**config.mk**
```make
export PLATFORM = sky130hd
export DESIGN_NAME = regfile_access_arbiter_flat
export DESIGN_NICKNAME = d
export VERILOG_FILES = /design/src/rtl/regfile_access_arbiter_if.sv /design/src/rtl/regfile_access_arbiter.sv /design/src/flat_wrapper.sv
export SDC_FILE = /design/constraint.sdc
export NUM_CORES = 1
export LEC_CHECK = 0
export ABC_AREA = 0
export BUFFER_PORTS_ARGS = -buffer_cell sky130_fd_sc_hd__buf_2
export CORE_ASPECT_RATIO = 1.2
export CORE_MARGIN = 4
export CORE_UTILIZATION = 36
export DETAILED_ROUTE_END_ITERATION = 6
export GPL_ROUTABILITY_DRIVEN = 0
export GPL_TIMING_DRIVEN = 0
export HOLD_SLACK_MARGIN = 0.15
export MAX_ROUTING_LAYER = met4
export PLACE_DENSITY = 0.67
export SYNTH_ARGS = -nofsm -noshare
export SYNTH_HDL_FRONTEND = slang
export SYNTH_SLANG_ARGS = --single-unit
```
**constraint.sdc**
```tcl
create_clock -name clk -period 2.1 [get_ports clk]
set_clock_uncertainty 0.1 [all_clocks]
set_input_delay 0 -clock clk [delete_from_list [all_inputs] [get_ports clk]]
set_output_delay 0 -clock clk [all_outputs]
set_load 0.01 [all_outputs]
```
**src/rtl/regfile_access_arbiter_if.sv**
```systemverilog
// Requester, response and register-file signals shared by the arbiter and its environment.
// The slave modport is the arbiter's view; the master modport is the environment's view.
interface regfile_access_arbiter_if #(
  parameter int unsigned M = 4,
  parameter int unsigned W = 8
);
  // Requester A
  logic         a_req;
  logic         a_we;
  logic [M-1:0] a_waddr;
  logic [W-1:0] a_wdata;
  logic [M-1:0] a_raddr1;
  logic [M-1:0] a_raddr2;
  logic [M-1:0] a_raddr3;
  logic         a_gnt;
  logic         a_rvalid;
  // Requester B
  logic         b_req;
  logic         b_we;
  logic [M-1:0] b_waddr;
  logic [W-1:0] b_wdata;
  logic [M-1:0] b_raddr1;
  logic [M-1:0] b_raddr2;
  logic [M-1:0] b_raddr3;
  logic         b_gnt;
  logic         b_rvalid;
  // Shared response
  logic [W-1:0] rdata1;
  logic [W-1:0] rdata2;
  logic [W-1:0] rdata3;
  logic         err;
  logic         busy;
  // Register file port
  logic         rf_read_en;
  logic [M-1:0] rf_read_reg1;
  logic [M-1:0] rf_read_reg2;
  logic [M-1:0] rf_read_reg3;
  logic         rf_write_en;
  logic [M-1:0] rf_write_reg;
  logic [W-1:0] rf_write_data;
  logic [W-1:0] rf_read_data1;
  logic [W-1:0] rf_read_data2;
  logic [W-1:0] rf_read_data3;

  modport slave (
    input  a_req, a_we, a_waddr, a_wdata, a_raddr1, a_raddr2, a_raddr3,
    input  b_req, b_we, b_waddr, b_wdata, b_raddr1, b_raddr2, b_raddr3,
    input  rf_read_data1, rf_read_data2, rf_read_data3,
    output a_gnt, a_rvalid, b_gnt, b_rvalid,
    output rdata1, rdata2, rdata3, err, busy,
    output rf_read_en, rf_read_reg1, rf_read_reg2, rf_read_reg3,
    output rf_write_en, rf_write_reg, rf_write_data
  );

  modport master (
    output a_req, a_we, a_waddr, a_wdata, a_raddr1, a_raddr2, a_raddr3,
    output b_req, b_we, b_waddr, b_wdata, b_raddr1, b_raddr2, b_raddr3,
    output rf_read_data1, rf_read_data2, rf_read_data3,
    input  a_gnt, a_rvalid, b_gnt, b_rvalid,
    input  rdata1, rdata2, rdata3, err, busy,
    input  rf_read_en, rf_read_reg1, rf_read_reg2, rf_read_reg3,
    input  rf_write_en, rf_write_reg, rf_write_data
  );
endinterface

```
**src/rtl/regfile_access_arbiter.sv**
```systemverilog
// Round-robin arbiter sharing one 3-read/1-write register file between requesters A and B.
// Each accepted transaction walks IDLE -> ISSUE -> CAPT -> RESP; out-of-range addresses
// are flagged and never reach the register file enables.
module regfile_access_arbiter #(
  parameter int unsigned M = 4,
  parameter int unsigned N = 15,
  parameter int unsigned W = 8
) (
  input logic                     clk,
  input logic                     rst,
  regfile_access_arbiter_if.slave bus
);

  typedef enum logic [1:0] {StIdle, StIssue, StCapt, StResp} state_e;

  state_e       r_state;
  state_e       w_state_next;
  logic         r_last_grant;  // 1: B was granted last
  logic         r_win;         // 1: B owns the current transaction
  logic         r_we;
  logic         r_bad;
  logic [M-1:0] r_waddr;
  logic [M-1:0] r_raddr1;
  logic [M-1:0] r_raddr2;
  logic [M-1:0] r_raddr3;
  logic [W-1:0] r_wdata;
  logic [W-1:0] r_rdata1;
  logic [W-1:0] r_rdata2;
  logic [W-1:0] r_rdata3;
  logic         r_err;

  logic         w_any_req;
  logic         w_pick_b;
  logic         w_sel_we;
  logic         w_sel_bad;
  logic [M-1:0] w_sel_waddr;
  logic [M-1:0] w_sel_raddr1;
  logic [M-1:0] w_sel_raddr2;
  logic [M-1:0] w_sel_raddr3;
  logic [W-1:0] w_sel_wdata;

  function automatic logic addr_bad(input logic [M-1:0] addr);
    return 32'(addr) >= N;
  endfunction

  // Pick the winner and mux its command; on contention the side not granted last wins.
  always_comb begin
    w_any_req = bus.a_req | bus.b_req;
    w_pick_b  = (bus.a_req && bus.b_req) ? ~r_last_grant : bus.b_req;
    w_sel_we     = w_pick_b ? bus.b_we     : bus.a_we;
    w_sel_waddr  = w_pick_b ? bus.b_waddr  : bus.a_waddr;
    w_sel_wdata  = w_pick_b ? bus.b_wdata  : bus.a_wdata;
    w_sel_raddr1 = w_pick_b ? bus.b_raddr1 : bus.a_raddr1;
    w_sel_raddr2 = w_pick_b ? bus.b_raddr2 : bus.a_raddr2;
    w_sel_raddr3 = w_pick_b ? bus.b_raddr3 : bus.a_raddr3;
    w_sel_bad    = addr_bad(w_sel_raddr1) || addr_bad(w_sel_raddr2) ||
                   addr_bad(w_sel_raddr3) || (w_sel_we && addr_bad(w_sel_waddr));
  end

  // Next-state: fixed four-cycle walk once a request is accepted.
  always_comb begin
    w_state_next = r_state;
    unique case (r_state)
      StIdle:  if (w_any_req) w_state_next = StIssue;
      StIssue: w_state_next = StCapt;
      StCapt:  w_state_next = StResp;
      StResp:  w_state_next = StIdle;
      default: w_state_next = StIdle;
    endcase
  end

  // State, command capture in IDLE and response capture in CAPT.
  always_ff @(posedge clk) begin
    if (rst) begin
      r_state      <= StIdle;
      r_last_grant <= 1'b1;
      r_win        <= 1'b0;
      r_we         <= 1'b0;
      r_bad        <= 1'b0;
      r_waddr      <= '0;
      r_wdata      <= '0;
      r_raddr1     <= '0;
      r_raddr2     <= '0;
      r_raddr3     <= '0;
      r_rdata1     <= '0;
      r_rdata2     <= '0;
      r_rdata3     <= '0;
      r_err        <= 1'b0;
    end else begin
      r_state <= w_state_next;
      if (r_state == StIdle && w_any_req) begin
        r_last_grant <= w_pick_b;
        r_win        <= w_pick_b;
        r_we         <= w_sel_we;
        r_bad        <= w_sel_bad;
        r_waddr      <= w_sel_waddr;
        r_wdata      <= w_sel_wdata;
        r_raddr1     <= w_sel_raddr1;
        r_raddr2     <= w_sel_raddr2;
        r_raddr3     <= w_sel_raddr3;
      end
      if (r_state == StCapt) begin
        r_rdata1 <= r_bad ? '0 : bus.rf_read_data1;
        r_rdata2 <= r_bad ? '0 : bus.rf_read_data2;
        r_rdata3 <= r_bad ? '0 : bus.rf_read_data3;
        r_err    <= r_bad;
      end
    end
  end

  // Outputs; rf addresses come straight from the capture registers so they hold between
  // transactions, and the enables are gated by rst so a reset edge never writes.
  always_comb begin
    bus.a_gnt         = (r_state == StIssue) && !r_win;
    bus.b_gnt         = (r_state == StIssue) &&  r_win;
    bus.a_rvalid      = (r_state == StResp)  && !r_win;
    bus.b_rvalid      = (r_state == StResp)  &&  r_win;
    bus.busy          = (r_state != StIdle);
    bus.rdata1        = r_rdata1;
    bus.rdata2        = r_rdata2;
    bus.rdata3        = r_rdata3;
    bus.err           = r_err;
    bus.rf_read_en    = (r_state == StIssue) && !r_bad && !rst;
    bus.rf_write_en   = (r_state == StIssue) && !r_bad && r_we && !rst;
    bus.rf_read_reg1  = r_raddr1;
    bus.rf_read_reg2  = r_raddr2;
    bus.rf_read_reg3  = r_raddr3;
    bus.rf_write_reg  = r_waddr;
    bus.rf_write_data = r_wdata;
  end

endmodule
```
**src/flat_wrapper.sv**
```systemverilog
// flat-port wrapper written by rule: the top's interface ports become plain ports
module regfile_access_arbiter_flat 
#(
  parameter int unsigned M = 4,
  parameter int unsigned N = 15,
  parameter int unsigned W = 8
)
  (clk, rst, bus_a_req, bus_a_we, bus_a_waddr, bus_a_wdata, bus_a_raddr1, bus_a_raddr2, bus_a_raddr3, bus_b_req, bus_b_we, bus_b_waddr, bus_b_wdata, bus_b_raddr1, bus_b_raddr2, bus_b_raddr3, bus_rf_read_data1, bus_rf_read_data2, bus_rf_read_data3, bus_a_gnt, bus_a_rvalid, bus_b_gnt, bus_b_rvalid, bus_rdata1, bus_rdata2, bus_rdata3, bus_err, bus_busy, bus_rf_read_en, bus_rf_read_reg1, bus_rf_read_reg2, bus_rf_read_reg3, bus_rf_write_en, bus_rf_write_reg, bus_rf_write_data);
  regfile_access_arbiter_if #(.M(M), .W(W)) bus_i ();
  input logic clk;
  input logic rst;
  input wire logic [$bits(bus_i.a_req)-1:0] bus_a_req;
  input wire logic [$bits(bus_i.a_we)-1:0] bus_a_we;
  input wire logic [$bits(bus_i.a_waddr)-1:0] bus_a_waddr;
  input wire logic [$bits(bus_i.a_wdata)-1:0] bus_a_wdata;
  input wire logic [$bits(bus_i.a_raddr1)-1:0] bus_a_raddr1;
  input wire logic [$bits(bus_i.a_raddr2)-1:0] bus_a_raddr2;
  input wire logic [$bits(bus_i.a_raddr3)-1:0] bus_a_raddr3;
  input wire logic [$bits(bus_i.b_req)-1:0] bus_b_req;
  input wire logic [$bits(bus_i.b_we)-1:0] bus_b_we;
  input wire logic [$bits(bus_i.b_waddr)-1:0] bus_b_waddr;
  input wire logic [$bits(bus_i.b_wdata)-1:0] bus_b_wdata;
  input wire logic [$bits(bus_i.b_raddr1)-1:0] bus_b_raddr1;
  input wire logic [$bits(bus_i.b_raddr2)-1:0] bus_b_raddr2;
  input wire logic [$bits(bus_i.b_raddr3)-1:0] bus_b_raddr3;
  input wire logic [$bits(bus_i.rf_read_data1)-1:0] bus_rf_read_data1;
  input wire logic [$bits(bus_i.rf_read_data2)-1:0] bus_rf_read_data2;
  input wire logic [$bits(bus_i.rf_read_data3)-1:0] bus_rf_read_data3;
  output wire logic [$bits(bus_i.a_gnt)-1:0] bus_a_gnt;
  output wire logic [$bits(bus_i.a_rvalid)-1:0] bus_a_rvalid;
  output wire logic [$bits(bus_i.b_gnt)-1:0] bus_b_gnt;
  output wire logic [$bits(bus_i.b_rvalid)-1:0] bus_b_rvalid;
  output wire logic [$bits(bus_i.rdata1)-1:0] bus_rdata1;
  output wire logic [$bits(bus_i.rdata2)-1:0] bus_rdata2;
  output wire logic [$bits(bus_i.rdata3)-1:0] bus_rdata3;
  output wire logic [$bits(bus_i.err)-1:0] bus_err;
  output wire logic [$bits(bus_i.busy)-1:0] bus_busy;
  output wire logic [$bits(bus_i.rf_read_en)-1:0] bus_rf_read_en;
  output wire logic [$bits(bus_i.rf_read_reg1)-1:0] bus_rf_read_reg1;
  output wire logic [$bits(bus_i.rf_read_reg2)-1:0] bus_rf_read_reg2;
  output wire logic [$bits(bus_i.rf_read_reg3)-1:0] bus_rf_read_reg3;
  output wire logic [$bits(bus_i.rf_write_en)-1:0] bus_rf_write_en;
  output wire logic [$bits(bus_i.rf_write_reg)-1:0] bus_rf_write_reg;
  output wire logic [$bits(bus_i.rf_write_data)-1:0] bus_rf_write_data;
  assign bus_i.a_req = bus_a_req;
  assign bus_i.a_we = bus_a_we;
  assign bus_i.a_waddr = bus_a_waddr;
  assign bus_i.a_wdata = bus_a_wdata;
  assign bus_i.a_raddr1 = bus_a_raddr1;
  assign bus_i.a_raddr2 = bus_a_raddr2;
  assign bus_i.a_raddr3 = bus_a_raddr3;
  assign bus_i.b_req = bus_b_req;
  assign bus_i.b_we = bus_b_we;
  assign bus_i.b_waddr = bus_b_waddr;
  assign bus_i.b_wdata = bus_b_wdata;
  assign bus_i.b_raddr1 = bus_b_raddr1;
  assign bus_i.b_raddr2 = bus_b_raddr2;
  assign bus_i.b_raddr3 = bus_b_raddr3;
  assign bus_i.rf_read_data1 = bus_rf_read_data1;
  assign bus_i.rf_read_data2 = bus_rf_read_data2;
  assign bus_i.rf_read_data3 = bus_rf_read_data3;
  assign bus_a_gnt = bus_i.a_gnt;
  assign bus_a_rvalid = bus_i.a_rvalid;
  assign bus_b_gnt = bus_i.b_gnt;
  assign bus_b_rvalid = bus_i.b_rvalid;
  assign bus_rdata1 = bus_i.rdata1;
  assign bus_rdata2 = bus_i.rdata2;
  assign bus_rdata3 = bus_i.rdata3;
  assign bus_err = bus_i.err;
  assign bus_busy = bus_i.busy;
  assign bus_rf_read_en = bus_i.rf_read_en;
  assign bus_rf_read_reg1 = bus_i.rf_read_reg1;
  assign bus_rf_read_reg2 = bus_i.rf_read_reg2;
  assign bus_rf_read_reg3 = bus_i.rf_read_reg3;
  assign bus_rf_write_en = bus_i.rf_write_en;
  assign bus_rf_write_reg = bus_i.rf_write_reg;
  assign bus_rf_write_data = bus_i.rf_write_data;
  regfile_access_arbiter #(.M(M), .N(N), .W(W)) u_core (.clk(clk), .rst(rst), .bus(bus_i));
endmodule
```
# --- Yosys cells after proc, flatten, opt, wreduce, memory -nomap -nowiden ---
# Cells that the tools add are included.
totals:
  reg_bits: 55
  in_bits: 78
  out_inout_bits: 56
  word_cells: 55
op_classes:
  n_lt_le_gt_ge: 4
  n_eq_ne: 4
  n_mux: 12
  bitwise: 2
  reduce_logical: 19
op_table:
  columns: ["cell", "count"]
  rows:
  - ["8-bit two-way mux", 4]
  - ["4-bit >= comparator (second input constant)", 4]
  - ["4-bit two-way mux", 4]
  - ["1-bit logical AND", 11]
  - ["2-bit one-hot mux with 4 select lines", 1]
  - ["2-bit equality test (second input constant)", 2]
  - ["1-bit zero test", 3]
  - ["1-bit logical OR", 3]
  - ["2-bit by 1-bit equality test with 1-bit output (second input constant)", 1]
  - ["2-bit zero test", 1]
  - ["1-bit two-way mux", 2]
  - ["2-bit two-way mux", 1]
  - ["2-bit by 1-bit != test with 1-bit output (second input constant)", 1]
  - ["2-bit nonzero test", 1]
  - ["1-bit inverter", 1]
  - ["1-bit bitwise OR", 1]

# --- Longest topological paths before layout ---
logic_depth:
  ltp_word: 7
  mapped_depth: 8
  mapped_depth_nobuf: 6

# --- Worst setup path after synthesis ---
# No wires, ideal clock.
synth_path:
  kind: "reg2reg"
  from: "reg u_core.r_state[0]"
  to: "reg u_core.r_raddr1[2], in the netlist u_core.bus.rf_read_reg1[2]"
  setup_time_ns: 0.138
  t_arrival_ns: 1.322
  required_time_ns: 1.862
  slack_ns: 0.540
  path_stages_with_launch: 8
  path_buffers: 2
  period_less_slack_ns: 1.560
  path_cell_list: "dfxtp_1 > inv_1 > ha_1 > buf_4 > inv_1 > nor2_2 > clkbuf_1 > a211oi_1"
synth_between:
  elab_chain_len: 2
synth_lines:
  columns: ["element", "line", "source"]
  rows:
  - ["start: declaration", "regfile_access_arbiter.sv:16", "state_e r_state;"]
  - ["start signal: assignment", "regfile_access_arbiter.sv:75", "r_state <= StIdle;"]
  - ["start signal: assignment", "regfile_access_arbiter.sv:90", "r_state <= w_state_next;"]
  - ["2-bit zero test", "regfile_access_arbiter.sv:91", "if (r_state == StIdle && w_any_req) begin"]
  - ["1-bit logical AND", "regfile_access_arbiter.sv:91", null]
  - ["end signal: assignment", "regfile_access_arbiter.sv:98", "r_raddr1 <= w_sel_raddr1;"]
  - ["end: declaration", "regfile_access_arbiter.sv:23", "logic [M-1:0] r_raddr1;"]
# Every way passes these cells.
# A chain may end at the register's enable or synchronous reset.

# --- Final worst setup path ---
layout_path:
  from: "in bus_a_req"
  to: "reg u_core.r_raddr1[3], in the netlist u_core.bus.rf_read_reg1[3]"
layout_between:
  elab_chain_len: 3
  elab_cells_between_ends: 5
  classes_between: "mux: 2; bitwise: 1; reduce/logical: 2"
layout_lines:
  columns: ["element", "line", "source"]
  rows:
  - ["start: declaration", "flat_wrapper.sv:12", "input wire logic [$bits(bus_i.a_req)-1:0] bus_a_req;"]
  - ["1-bit logical AND", "regfile_access_arbiter.sv:49", "w_pick_b = (bus.a_req && bus.b_req) ? ~r_last_grant : bus.b_req;"]
  - ["1-bit two-way mux", "regfile_access_arbiter.sv:49", null]
  - ["4-bit two-way mux", "regfile_access_arbiter.sv:53", "w_sel_raddr1 = w_pick_b ? bus.b_raddr1 : bus.a_raddr1;"]
# Several ways; a longest one is shown, not always the timed one.

==> metrics.txt <==
post-synthesis async set-or-reset flop share 0%; worst skew pair latency 0.30 ns; top-area cell type share of the netlist area 45.6%; Critical path destination u_core.bus.rf_read_reg1[3]$_SDFFE_PP0P_; Core ar. 6490 sq um; crit-path max cell delay 0.60 ns; Area Overhead vs Synth 73.6%; drt wl/cell 15.3 microns; reg2reg start u_core.r_last_grant$_SDFFE_PP1P_; DP Wirelength 5550 microns; #FFs+latches synth 55; critical path fanouts, max 10; max-slew violations 0; clk sinks 55; actual slew at the worst max-slew pin 0.493 ns; Vias 2859; Post-DRT Antenna Nets 0; Pleak 2.00 nW; worst reg-to-reg path cell count 6; largest net degree at the start of global routing 17; io pins 134; Die Area 8080 sq um; Post-Syn Instances 272; Filler cells 534; Critical Path RT 2.18 ns; flop2flop setup slack 0.10 ns; initial antenna violation count 0; CTS Buffer Depth 2; most common library cells after synthesis 55 x dfxtp_1, 53 x nor2_1, 27 x a21oi_1, 27 x nor2b_1; Post-Synthesis Cell Area 2410 sq um; Pwr Density 979 nW/um^2; starting utilization of the core area 37.2%; FF+latch area 1100 sq um; crit share post-route 98.1%; top post-synthesis cells by area dfxtp_1 46%, mux2i_1 11%, nor2_1 8.2%; GRT overflow 0; Worst R2R End u_core.bus.rf_read_reg1[3]$_SDFFE_PP0P_; Crit path arrival time 2.14 ns; via density per instance 4.90; CP dominant cell by count dlygate4sd3_1; Primary FF master, synth dfxtp_1; Final Hold Fails 0; n_diodes 0; cell chain of the critical path dlygate4sd3_1 -> buf_2 -> a21boi_2 -> buf_6 -> buf_8 -> mux2i_2 -> dlygate4sd3_1 -> a211oi_1; mean area per synthesized cell 8.87 sq um; number of flops mapped to enable cells by yosys 0; drt pass-1 iters 4; clock transition at the registers of the reported paths 0.10 ns; drt first-iter violations 67; Overall Global Routing Usage 22.6%; TritonCTS Buffers 5; Die X 82.7 microns; area leader, netlist dfxtp_1; number of global-route vias before repair 3015; Slowest cell on crit path dlygate4sd3_1; nets 580; RSZ-0062 raised after global routing no; Row Count 32; first-pass GRT wire length 13900 microns; Critical Path Stages 8; Synth cell types 29; Peak supply drop 0.546 mV; minimum clock period 2.06 ns; placed cell area 3180 sq um; Max Fclk 486 MHz; die height 97.7 microns; Final TNS setup 0 ns; Seq/Total Area, Yosys 45.6%; H-tree Lvls 2; Port Buffers 133; Yosys Warn Count 0; critical path startpoint bus_a_req; status completed; Setup-failing EPs final 0; Design Power 0.00410 W; syn nets 354; drt drc 0; CTS tree built; final WL 8940 microns; critical path's top delay family buffers and inverters; Post-Route Utilization 64.6%; min-delay worst type in2reg; slew margin rel. 67.2%; area of the multi-input gates 1190 sq um; Design Area, Final 4190 sq um; critical path class in2reg; top-count cell post-synth dfxtp_1; layout cell share with drive strength beyond 1 31.5%; Worst setup SP type primary input; clk root buf clkbuf_8; CP Capture Type flip-flop; max-cap violations 0; CP Buf/Inv Count 5
-- through the flow --
step	instances	hold slack, ns	setup slack [ns]
after floorplan	272	-0.0459	0.540
after global placement	490	0.130	0.328
after detailed placement	490	0.139	0.284
after CTS	582	0.151	0.0619
after global routing	584	0.200	0.00602
final	584	0.168	0.0406
-- layer usage --
| metal | global-route usage [%] | part of all wire [%] | wire [microns] |
|---|---|---|---|
| met1 | 23.7 | 39 | 3510 |
| met2 | 40.4 | 50 | 4490 |
| met3 | 5.01 | 8.5 | 763 |
| met4 | 7.67 | 2.1 | 184 |
| met5 | - | 0 | 0 |
-- logic make-up (layout without fill, tap and decap cells) --
| group | Yosys count | in the layout | share of synthesized area [%] |
|---|---|---|---|
| AOI/OAI and AO/OA | 60 | 60 | 15.9 |
| adders and majority gates | 4 | 4 | 2.07 |
| buffers and inverters | 24 | 251 | 5.08 |
| DFF | 55 | 55 | 45.6 |
| muxes | 26 | 26 | 10.8 |
| and+or+nand+nor | 103 | 103 | 20.5 |
-- cell type report --
cell class	instances	area share, %
multi-input cells	193	28.5
clock buffers	6	1.73
flip-flops and latches	55	26.3
clock inverters	2	1.43
plain buffers	20	2.57
inverters	4	0.359
well taps	85	2.54
repair buffers	219	36.6
-- where the power goes --
group	internal, W	switching, W	total (W)
clock	0.000477	0.000335	0.000812
sequential	0.00133	0.000156	0.00149
combinational	0.000804	0.000993	0.00180
total	0.00261	0.00148	0.00410
-- how the worst min path moves through the flow --
stage | from | endpoint | slack [ns] | cells past startpoint
2_1_floorplan | rst | bus_rf_read_en | -0.05 | 1
3_3_place_gp | bus_rf_read_data2[6] | u_core.bus.rdata2[6]$_SDFFE_PP0P_ | 0.13 | 3
3_5_place_dp | bus_rf_read_data2[0] | u_core.bus.rdata2[0]$_SDFFE_PP0P_ | 0.14 | 3
4_1_cts | bus_b_raddr3[3] | u_core.r_bad$_SDFFE_PP0P_ | 0.15 | 5
5_1_grt | rst | u_core.r_state[0]$_SDFFE_PP0P_ | 0.20 | 3
6_report | rst | u_core.r_state[0]$_SDFFE_PP0P_ | 0.17 | 3
-- repair_timing --
action | CTS | global route
endpoints found under the hold margin | 54 | 0
gates resized for setup | 0 | 2
endpoints found under the setup margin | 0 | 5
hold buffers | 84 | 0
buffers inserted | 0 | 3
-- layout by cell type, fill, tap and decap left out, drive strengths merged, types with 6 or more instances in the layout --
cell type,Yosys,routed
mux2i,26,26
dlygate4sd3,0,83
nor2b,27,27
buf,11,147
nor2,54,54
nand4,6,6
a211oi,26,26
nand2,6,6
dfxtp,55,55
a21oi,27,27
clkbuf,9,15
-- worst register-to-register path, stage by stage (launching register included) --
cell           delay, ns
dfxtp_1             0.35
a21boi_2            0.18
buf_6               0.15
buf_8               0.16
mux2i_2             0.25
dlygate4sd3_1       0.60
a211oi_1            0.07
Power figures use the tool's default switching activity.
